**src/rtl/br_resolve_pkg.sv**
```systemverilog
// Shared constants, FSM state type and small helpers for the branch resolution unit.
package br_resolve_pkg;

    localparam logic [2:0] BR_CMP_EQ  = 3'b000;
    localparam logic [2:0] BR_CMP_NE  = 3'b001;
    localparam logic [2:0] BR_CMP_LT  = 3'b100;
    localparam logic [2:0] BR_CMP_GE  = 3'b101;
    localparam logic [2:0] BR_CMP_LTU = 3'b110;
    localparam logic [2:0] BR_CMP_GEU = 3'b111;

    localparam int unsigned RV32_PC_WIDTH   = 32;
    localparam int unsigned RV32_DATA_WIDTH = 32;
    localparam int unsigned ROB_TAG_WIDTH   = 6;

    typedef enum logic [0:0] {
        StIdle,
        StPending
    } redirect_state_e;

    function automatic logic [3:0] count_ones(input logic [7:0] v);
        logic [3:0] n;
        n = '0;
        for (int i = 0; i < 8; i++) begin
            n = n + {3'b000, v[i]};
        end
        return n;
    endfunction

    // Saturating accumulate for the statistics counters.
    function automatic logic [31:0] sat_add(input logic [31:0] acc, input logic [3:0] inc);
        logic [32:0] sum;
        sum = {1'b0, acc} + {29'b0, inc};
        return sum[32] ? 32'hFFFF_FFFF : sum[31:0];
    endfunction

endpackage

```
**src/rtl/br_lane_eval.sv**
```systemverilog
// Combinational evaluation of one branch lane: condition, target, next PC and mispredict.
module br_lane_eval
    import br_resolve_pkg::*;
#(
    parameter int unsigned PC_WIDTH   = RV32_PC_WIDTH,
    parameter int unsigned DATA_WIDTH = RV32_DATA_WIDTH
) (
    input  logic                  valid_i,
    input  logic                  is_jal_i,
    input  logic                  is_jalr_i,
    input  logic [2:0]            cmp_op_i,
    input  logic [DATA_WIDTH-1:0] rs1_i,
    input  logic [DATA_WIDTH-1:0] rs2_i,
    input  logic [DATA_WIDTH-1:0] imm_i,
    input  logic [PC_WIDTH-1:0]   pc_i,
    input  logic [PC_WIDTH-1:0]   pred_jmpaddr_i,
    output logic                  taken_o,
    output logic [PC_WIDTH-1:0]   next_pc_o,
    output logic                  mispred_o
);

    logic                cmp_true;
    logic                taken_raw;
    logic [PC_WIDTH-1:0] imm_pc;
    logic [PC_WIDTH-1:0] rs1_pc;
    logic [PC_WIDTH-1:0] jalr_sum;
    logic [PC_WIDTH-1:0] target;

    always_comb begin
        cmp_true = 1'b0;
        case (cmp_op_i)
            BR_CMP_EQ:  cmp_true = (rs1_i == rs2_i);
            BR_CMP_NE:  cmp_true = (rs1_i != rs2_i);
            BR_CMP_LT:  cmp_true = ($signed(rs1_i) < $signed(rs2_i));
            BR_CMP_GE:  cmp_true = ($signed(rs1_i) >= $signed(rs2_i));
            BR_CMP_LTU: cmp_true = (rs1_i < rs2_i);
            BR_CMP_GEU: cmp_true = (rs1_i >= rs2_i);
            default:    cmp_true = 1'b0;
        endcase
    end

    // Offsets are signed, so widen them with sign extension into the PC domain.
    assign imm_pc    = PC_WIDTH'($signed(imm_i));
    assign rs1_pc    = PC_WIDTH'(rs1_i);
    assign jalr_sum  = rs1_pc + imm_pc;
    assign target    = is_jalr_i ? {jalr_sum[PC_WIDTH-1:1], 1'b0} : (pc_i + imm_pc);

    assign taken_raw = is_jal_i | is_jalr_i | cmp_true;
    assign next_pc_o = taken_raw ? target : (pc_i + PC_WIDTH'(4));
    assign taken_o   = valid_i & taken_raw;
    assign mispred_o = valid_i & (next_pc_o != pred_jmpaddr_i);

endmodule

```
**src/rtl/br_resolve.sv**
```systemverilog
// Multi-lane branch resolution with a single oldest-first redirect slot.
// Optional statistics counters are built when BR_RESOLVE_STATS_EN is defined.
module br_resolve
    import br_resolve_pkg::*;
#(
    parameter int unsigned NUM_LANES  = 2,
    parameter int unsigned TAG_WIDTH  = ROB_TAG_WIDTH,
    parameter int unsigned PC_WIDTH   = RV32_PC_WIDTH,
    parameter int unsigned DATA_WIDTH = RV32_DATA_WIDTH
) (
    input  logic                            i_clk,
    input  logic                            i_rst_n,
    input  logic                            i_flush,
    input  logic [TAG_WIDTH-1:0]            i_rob_head_tag,
    input  logic [NUM_LANES-1:0]            i_valid,
    input  logic [NUM_LANES-1:0]            i_is_jal,
    input  logic [NUM_LANES-1:0]            i_is_jalr,
    input  logic [NUM_LANES*3-1:0]          i_cmp_op,
    input  logic [NUM_LANES*DATA_WIDTH-1:0] i_rs1,
    input  logic [NUM_LANES*DATA_WIDTH-1:0] i_rs2,
    input  logic [NUM_LANES*PC_WIDTH-1:0]   i_pc,
    input  logic [NUM_LANES*DATA_WIDTH-1:0] i_imm,
    input  logic [NUM_LANES*PC_WIDTH-1:0]   i_pred_jmpaddr,
    input  logic [NUM_LANES*TAG_WIDTH-1:0]  i_tag,
    output logic [NUM_LANES-1:0]            o_res_valid,
    output logic [NUM_LANES*TAG_WIDTH-1:0]  o_res_tag,
    output logic [NUM_LANES-1:0]            o_res_taken,
    output logic [NUM_LANES*PC_WIDTH-1:0]   o_res_jmpaddr,
    output logic [NUM_LANES-1:0]            o_res_mispred,
    output logic                            o_redirect_valid,
    output logic [PC_WIDTH-1:0]             o_redirect_pc,
    output logic [TAG_WIDTH-1:0]            o_redirect_tag,
    input  logic                            i_redirect_ready,
    output logic [31:0]                     o_stat_resolved,
    output logic [31:0]                     o_stat_mispred
);

    logic [NUM_LANES-1:0]          lane_valid;
    logic [NUM_LANES-1:0]          lane_taken;
    logic [NUM_LANES-1:0]          lane_mispred;
    logic [NUM_LANES*PC_WIDTH-1:0] lane_next;
    logic [TAG_WIDTH-1:0]          lane_age [NUM_LANES];

    // A flush kills this cycle's inputs before they reach results, slot or counters.
    assign lane_valid = i_valid & {NUM_LANES{~i_flush}};

    for (genvar l = 0; l < NUM_LANES; l++) begin : g_lane
        br_lane_eval #(
            .PC_WIDTH  (PC_WIDTH),
            .DATA_WIDTH(DATA_WIDTH)
        ) u_lane_eval (
            .valid_i       (lane_valid[l]),
            .is_jal_i      (i_is_jal[l]),
            .is_jalr_i     (i_is_jalr[l]),
            .cmp_op_i      (i_cmp_op[l*3 +: 3]),
            .rs1_i         (i_rs1[l*DATA_WIDTH +: DATA_WIDTH]),
            .rs2_i         (i_rs2[l*DATA_WIDTH +: DATA_WIDTH]),
            .imm_i         (i_imm[l*DATA_WIDTH +: DATA_WIDTH]),
            .pc_i          (i_pc[l*PC_WIDTH +: PC_WIDTH]),
            .pred_jmpaddr_i(i_pred_jmpaddr[l*PC_WIDTH +: PC_WIDTH]),
            .taken_o       (lane_taken[l]),
            .next_pc_o     (lane_next[l*PC_WIDTH +: PC_WIDTH]),
            .mispred_o     (lane_mispred[l])
        );

        assign lane_age[l] = i_tag[l*TAG_WIDTH +: TAG_WIDTH] - i_rob_head_tag;
    end

    always_ff @(posedge i_clk or negedge i_rst_n) begin
        if (!i_rst_n) begin
            o_res_valid   <= '0;
            o_res_tag     <= '0;
            o_res_taken   <= '0;
            o_res_jmpaddr <= '0;
            o_res_mispred <= '0;
        end else begin
            o_res_valid   <= lane_valid;
            o_res_tag     <= i_tag;
            o_res_taken   <= lane_taken;
            o_res_jmpaddr <= lane_next;
            o_res_mispred <= lane_mispred;
        end
    end

    // Oldest mispredicting lane; strict compare keeps the lowest lane on ties.
    logic                 cand_valid;
    logic [TAG_WIDTH-1:0] cand_age;
    logic [TAG_WIDTH-1:0] cand_tag;
    logic [PC_WIDTH-1:0]  cand_pc;

    always_comb begin
        cand_valid = 1'b0;
        cand_age   = '0;
        cand_tag   = '0;
        cand_pc    = '0;
        for (int l = 0; l < NUM_LANES; l++) begin
            if (lane_mispred[l] && (!cand_valid || (lane_age[l] < cand_age))) begin
                cand_valid = 1'b1;
                cand_age   = lane_age[l];
                cand_tag   = i_tag[l*TAG_WIDTH +: TAG_WIDTH];
                cand_pc    = lane_next[l*PC_WIDTH +: PC_WIDTH];
            end
        end
    end

    redirect_state_e      state_q, state_d;
    logic [PC_WIDTH-1:0]  slot_pc_q;
    logic [TAG_WIDTH-1:0] slot_tag_q;
    logic [TAG_WIDTH-1:0] slot_age;
    logic                 cand_older;
    logic                 slot_load;

    // Slot age is re-derived every cycle because the ROB head keeps moving.
    assign slot_age   = slot_tag_q - i_rob_head_tag;
    assign cand_older = cand_valid && (cand_age < slot_age);

    always_comb begin
        state_d   = state_q;
        slot_load = 1'b0;
        case (state_q)
            StIdle: begin
                if (cand_valid) begin
                    state_d   = StPending;
                    slot_load = 1'b1;
                end
            end
            StPending: begin
                slot_load = cand_older;
                if (i_redirect_ready && !cand_older) begin
                    state_d = StIdle;
                end
            end
            default: state_d = StIdle;
        endcase
        if (i_flush) begin
            state_d   = StIdle;
            slot_load = 1'b0;
        end
    end

    always_ff @(posedge i_clk or negedge i_rst_n) begin
        if (!i_rst_n) begin
            state_q    <= StIdle;
            slot_pc_q  <= '0;
            slot_tag_q <= '0;
        end else begin
            state_q <= state_d;
            if (slot_load) begin
                slot_pc_q  <= cand_pc;
                slot_tag_q <= cand_tag;
            end
        end
    end

    assign o_redirect_valid = (state_q == StPending);
    assign o_redirect_pc    = slot_pc_q;
    assign o_redirect_tag   = slot_tag_q;

`ifdef BR_RESOLVE_STATS_EN
    logic [31:0] stat_resolved_q;
    logic [31:0] stat_mispred_q;

    always_ff @(posedge i_clk or negedge i_rst_n) begin
        if (!i_rst_n) begin
            stat_resolved_q <= '0;
            stat_mispred_q  <= '0;
        end else begin
            stat_resolved_q <= sat_add(stat_resolved_q, count_ones(8'(lane_valid)));
            stat_mispred_q  <= sat_add(stat_mispred_q, count_ones(8'(lane_mispred)));
        end
    end

    assign o_stat_resolved = stat_resolved_q;
    assign o_stat_mispred  = stat_mispred_q;
`else
    assign o_stat_resolved = '0;
    assign o_stat_mispred  = '0;
`endif

endmodule

```
**config.mk**
```make
export PLATFORM = sky130hd
export DESIGN_NAME = br_resolve
export DESIGN_NICKNAME = d
export VERILOG_FILES = /design/src/rtl/br_resolve_pkg.sv /design/src/rtl/br_lane_eval.sv /design/src/rtl/br_resolve.sv
export SDC_FILE = /design/constraint.sdc
export NUM_CORES = 1
export LEC_CHECK = 0
export CELL_PAD_IN_SITES_DETAIL_PLACEMENT = 1
export CELL_PAD_IN_SITES_GLOBAL_PLACEMENT = 2
export CORE_MARGIN = 5
export CORE_UTILIZATION = 28
export CTS_CLUSTER_SIZE = 40
export DETAILED_ROUTE_END_ITERATION = 8
export GPL_ROUTABILITY_DRIVEN = 0
export PLACE_DENSITY = 0.95
export SETUP_SLACK_MARGIN = 0.1
export SLEW_MARGIN = 10
export SYNTH_ARGS = -nofsm -noshare
export SYNTH_HDL_FRONTEND = slang
export SYNTH_SLANG_ARGS = --single-unit
export TNS_END_PERCENT = 50
```
**constraint.sdc**
```tcl
create_clock -name i_clk -period 3.5 [get_ports i_clk]
set_input_delay 0.7 -clock i_clk [delete_from_list [all_inputs] [get_ports i_clk]]
set_output_delay 0.7 -clock i_clk [all_outputs]
set_load 0.02 [all_outputs]
```
==> impl_metrics.tcl <==
set metrics [dict create \
    vias_per_cell 6.13 \
    clock-sinks 121 \
    grt_max_degree 72 \
    p_per_area_nw_per_um2 334 \
    p_total_mw 11.9 \
    clk_pin_slew_ps 70 \
    mostFrequentLayoutCells "buf_4 (922), clkdlybuf4s50_1 (287), nand2_1 (214)" \
    fin_ws_ps -4730 \
    first_iter_violations 2501 \
    ys_ff_latch 121 \
    clockRootBuffer "clkbuf_16" \
    grt_overflow 0 \
    crit_fanout 8 \
    fin_crit_sh 2.35 \
    ir_drop_uv 339 \
    crit_type "in2reg" \
    drc_errors 0 \
    cts_buffers 17 \
    yosysSeqAreaShare 0.163 \
    hold_path.class "in2async" \
    setup_violations 80 \
    ctsHtreeMaxLevel 4 \
    ys.flop_type "dfrtp_1" \
    slew_violations 0 \
    synth_area_um2 18600 \
    ant_nets 0 \
    fmax_ghz 0.121 \
    status "finished with violations" \
    worst_pin_slew_ps 941 \
    num_rows 94 \
    synth_top_cell_by_area "dfrtp_1" \
    syn_avg_cell_area_um2 7.80 \
    drive_above_1_share 0.436 \
    postLayoutCellArea_um2 35800 \
    cp_data_required_time_ps 3840 \
    yosysWarnings 0 \
    synth_edf_count 0 \
    core_area_um2 65700 \
    io_pins 539 \
    synth-async-reset-ratio 1.00 \
    syn_to_final_growth_pct 92.9 \
    critPathMostFrequentCell "buf_4" \
    rsz0062_at_grt "true" \
    portBuffers 474 \
    routedWlPerCell_um 31.5 \
    dr.pass1.iters 5 \
    yosys-top-cells-area "dfrtp_1 (16%), ha_1 (14%), xnor2_1 (6.0%)" \
    cp-start-kind "primary input" \
    cap_violations 0 \
    finClkSkew_ps 16.2 \
    die_w_um 267 \
    finalHoldViolCount 0 \
    die_h_um 267 \
    finish.utilization 0.545 \
    violations "setup timing" \
    antenna_found_initial 26 \
    initial_utilization 0.282 \
    hpwl_mm 88.4 \
    fillCellCount 7571 \
    layout_commonest_cell "buf_4" \
    place_ws_ps -4770 \
    grt_pass1_vias 29500 \
    cp_slowest_cell "clkdlybuf4s50_1" \
    crit_arrival_ps 8570 \
    p_leak_nw 16.4 \
    die_area_um2 71600 \
    clockBufferDepth 2 \
    post_dp_cell_area_um2 30500 \
    slowest_delay_ps 570 \
    fin_crit_ps 8230 \
    grt.total_usage 0.324 \
    worstSkewPairLatency_ps 460 \
    synth_cells 2379 \
    cp-end-kind "flop" \
    yosysUniqueCellTypes 95 \
    grt_first_pass_wirelength_mm 179 \
    vias 28800 \
    relSlewSlack 0.371 \
    final_nets 4368 \
    whs_ps 217 \
    yosysTopAreaCellShare 0.163 \
    cts_tree "done" \
    routed_wirelength_mm 148 \
]
==> Yosys cell counts (18+ instances only) <==
cell and count:
mux2_2 35, dfrtp_1 121, xor2_1 94, a21o_1 74
nor2_1 137, nor3_1 43, o21ai_0 159, o211ai_1 24
nand2_1 232, clkbuf_1 61, a21oi_1 186, xnor2_1 128
and2_1 21, nand3_1 75, a211oi_1 39, and3_1 40
inv_1 126, nand4_1 48, ha_1 213, a31oi_1 24
o21a_1 26, nor4_1 18, or3_1 20, mux2i_1 49
buf_4 68
==> where the power goes <==
part	switching, mW	internal (mW)	total (mW)
Sequential	0.207	1.66	1.87
Combinational	4.40	3.83	8.23
Clock	0.833	1.02	1.85
==> final timing paths <==
kind | start | to | slack, ps | cells after the start
min | i_rst_n | o_res_tag[0] | 220 | 1
max in group asynchronous | i_rst_n | o_redirect_pc[7] | 2550 | 2
min reg2reg | o_redirect_pc[4] | o_redirect_pc[4] | 520 | 1
min in group i_clk | o_redirect_pc[4] | o_redirect_pc[4] | 520 | 1
max reg2reg | o_redirect_tag[0] | o_redirect_pc[13] | -420 | 16
max | i_pc[4] | o_redirect_pc[13] | -4730 | 42
==> cell type report <==
cell class | instances | area, um2 | area share
Tap cell | 864 | 1080 | 0.0302
Inverter | 127 | 494 | 0.0138
Antenna cell | 25 | 62.6 | 0.00175
Clock inverter | 13 | 136 | 0.00381
Timing Repair Buffer | 1482 | 12700 | 0.356
Clock buffer | 19 | 443 | 0.0124
Multi-Input combinational cell | 2045 | 17800 | 0.498
Sequential cell | 121 | 3030 | 0.0845
==> per-stage QoR <==
step,TNS [ps],cells
3_3_place_gp,-217780,4497
5_1_grt,-194620,4691
2_1_floorplan,-151850,2442
3_5_place_dp,-243540,4497
4_1_cts,-146340,4617
6_report,-192740,4696
==> critical path: cells and delay by family <==
kind | cells | cell delay (ps)
adders and majority gates | 2 | 320
muxes | 1 | 300
and+or+nand+nor | 12 | 2130
buffers and inverters | 11 | 2110
xor gates and xnor gates | 2 | 610
AOI/OAI and AO/OA | 14 | 2350
==> routing by layer <==
layer	vias to the layer above	part of all wire	GRT usage
li1	11500	-	-
met4	2	0.11	0.210
met1	13900	0.34	0.365
met3	1093	0.10	0.0732
met5	-	0.000081	0
met2	2365	0.45	0.551
==> sequential cells by signal, summed over array words and instances (netlist names) <==
register	flops
o_res_taken	2
o_res_mispred	2
o_res_jmpaddr	64
o_redirect_pc	32
o_redirect_valid	1
o_res_valid	2
o_res_tag	12
o_redirect_tag	6
==> cells by family (layout without fill, tap and decap cells) <==
logic type / after synthesis / after routing / share of synthesized area
compound gates: 704 / 704 / 0.249
fa+ha+maj: 220 / 220 / 0.151
simple gates: 736 / 736 / 0.199
flops: 121 / 121 / 0.163
buf+inv: 276 / 1641 / 0.0714
xor+xnor: 226 / 226 / 0.110
other cells: 1 / 89 / 0.000202
mux: 95 / 95 / 0.0561
==> what timing repair did <==
item                       CTS  global route
gates cloned                 6             0
pin swaps                  148           156
setup endpoints to repair  100           102
buffers inserted            84            65
hold buffers                 0             0
gates resized for setup    729           402
(Power assumes the default switching activity.)
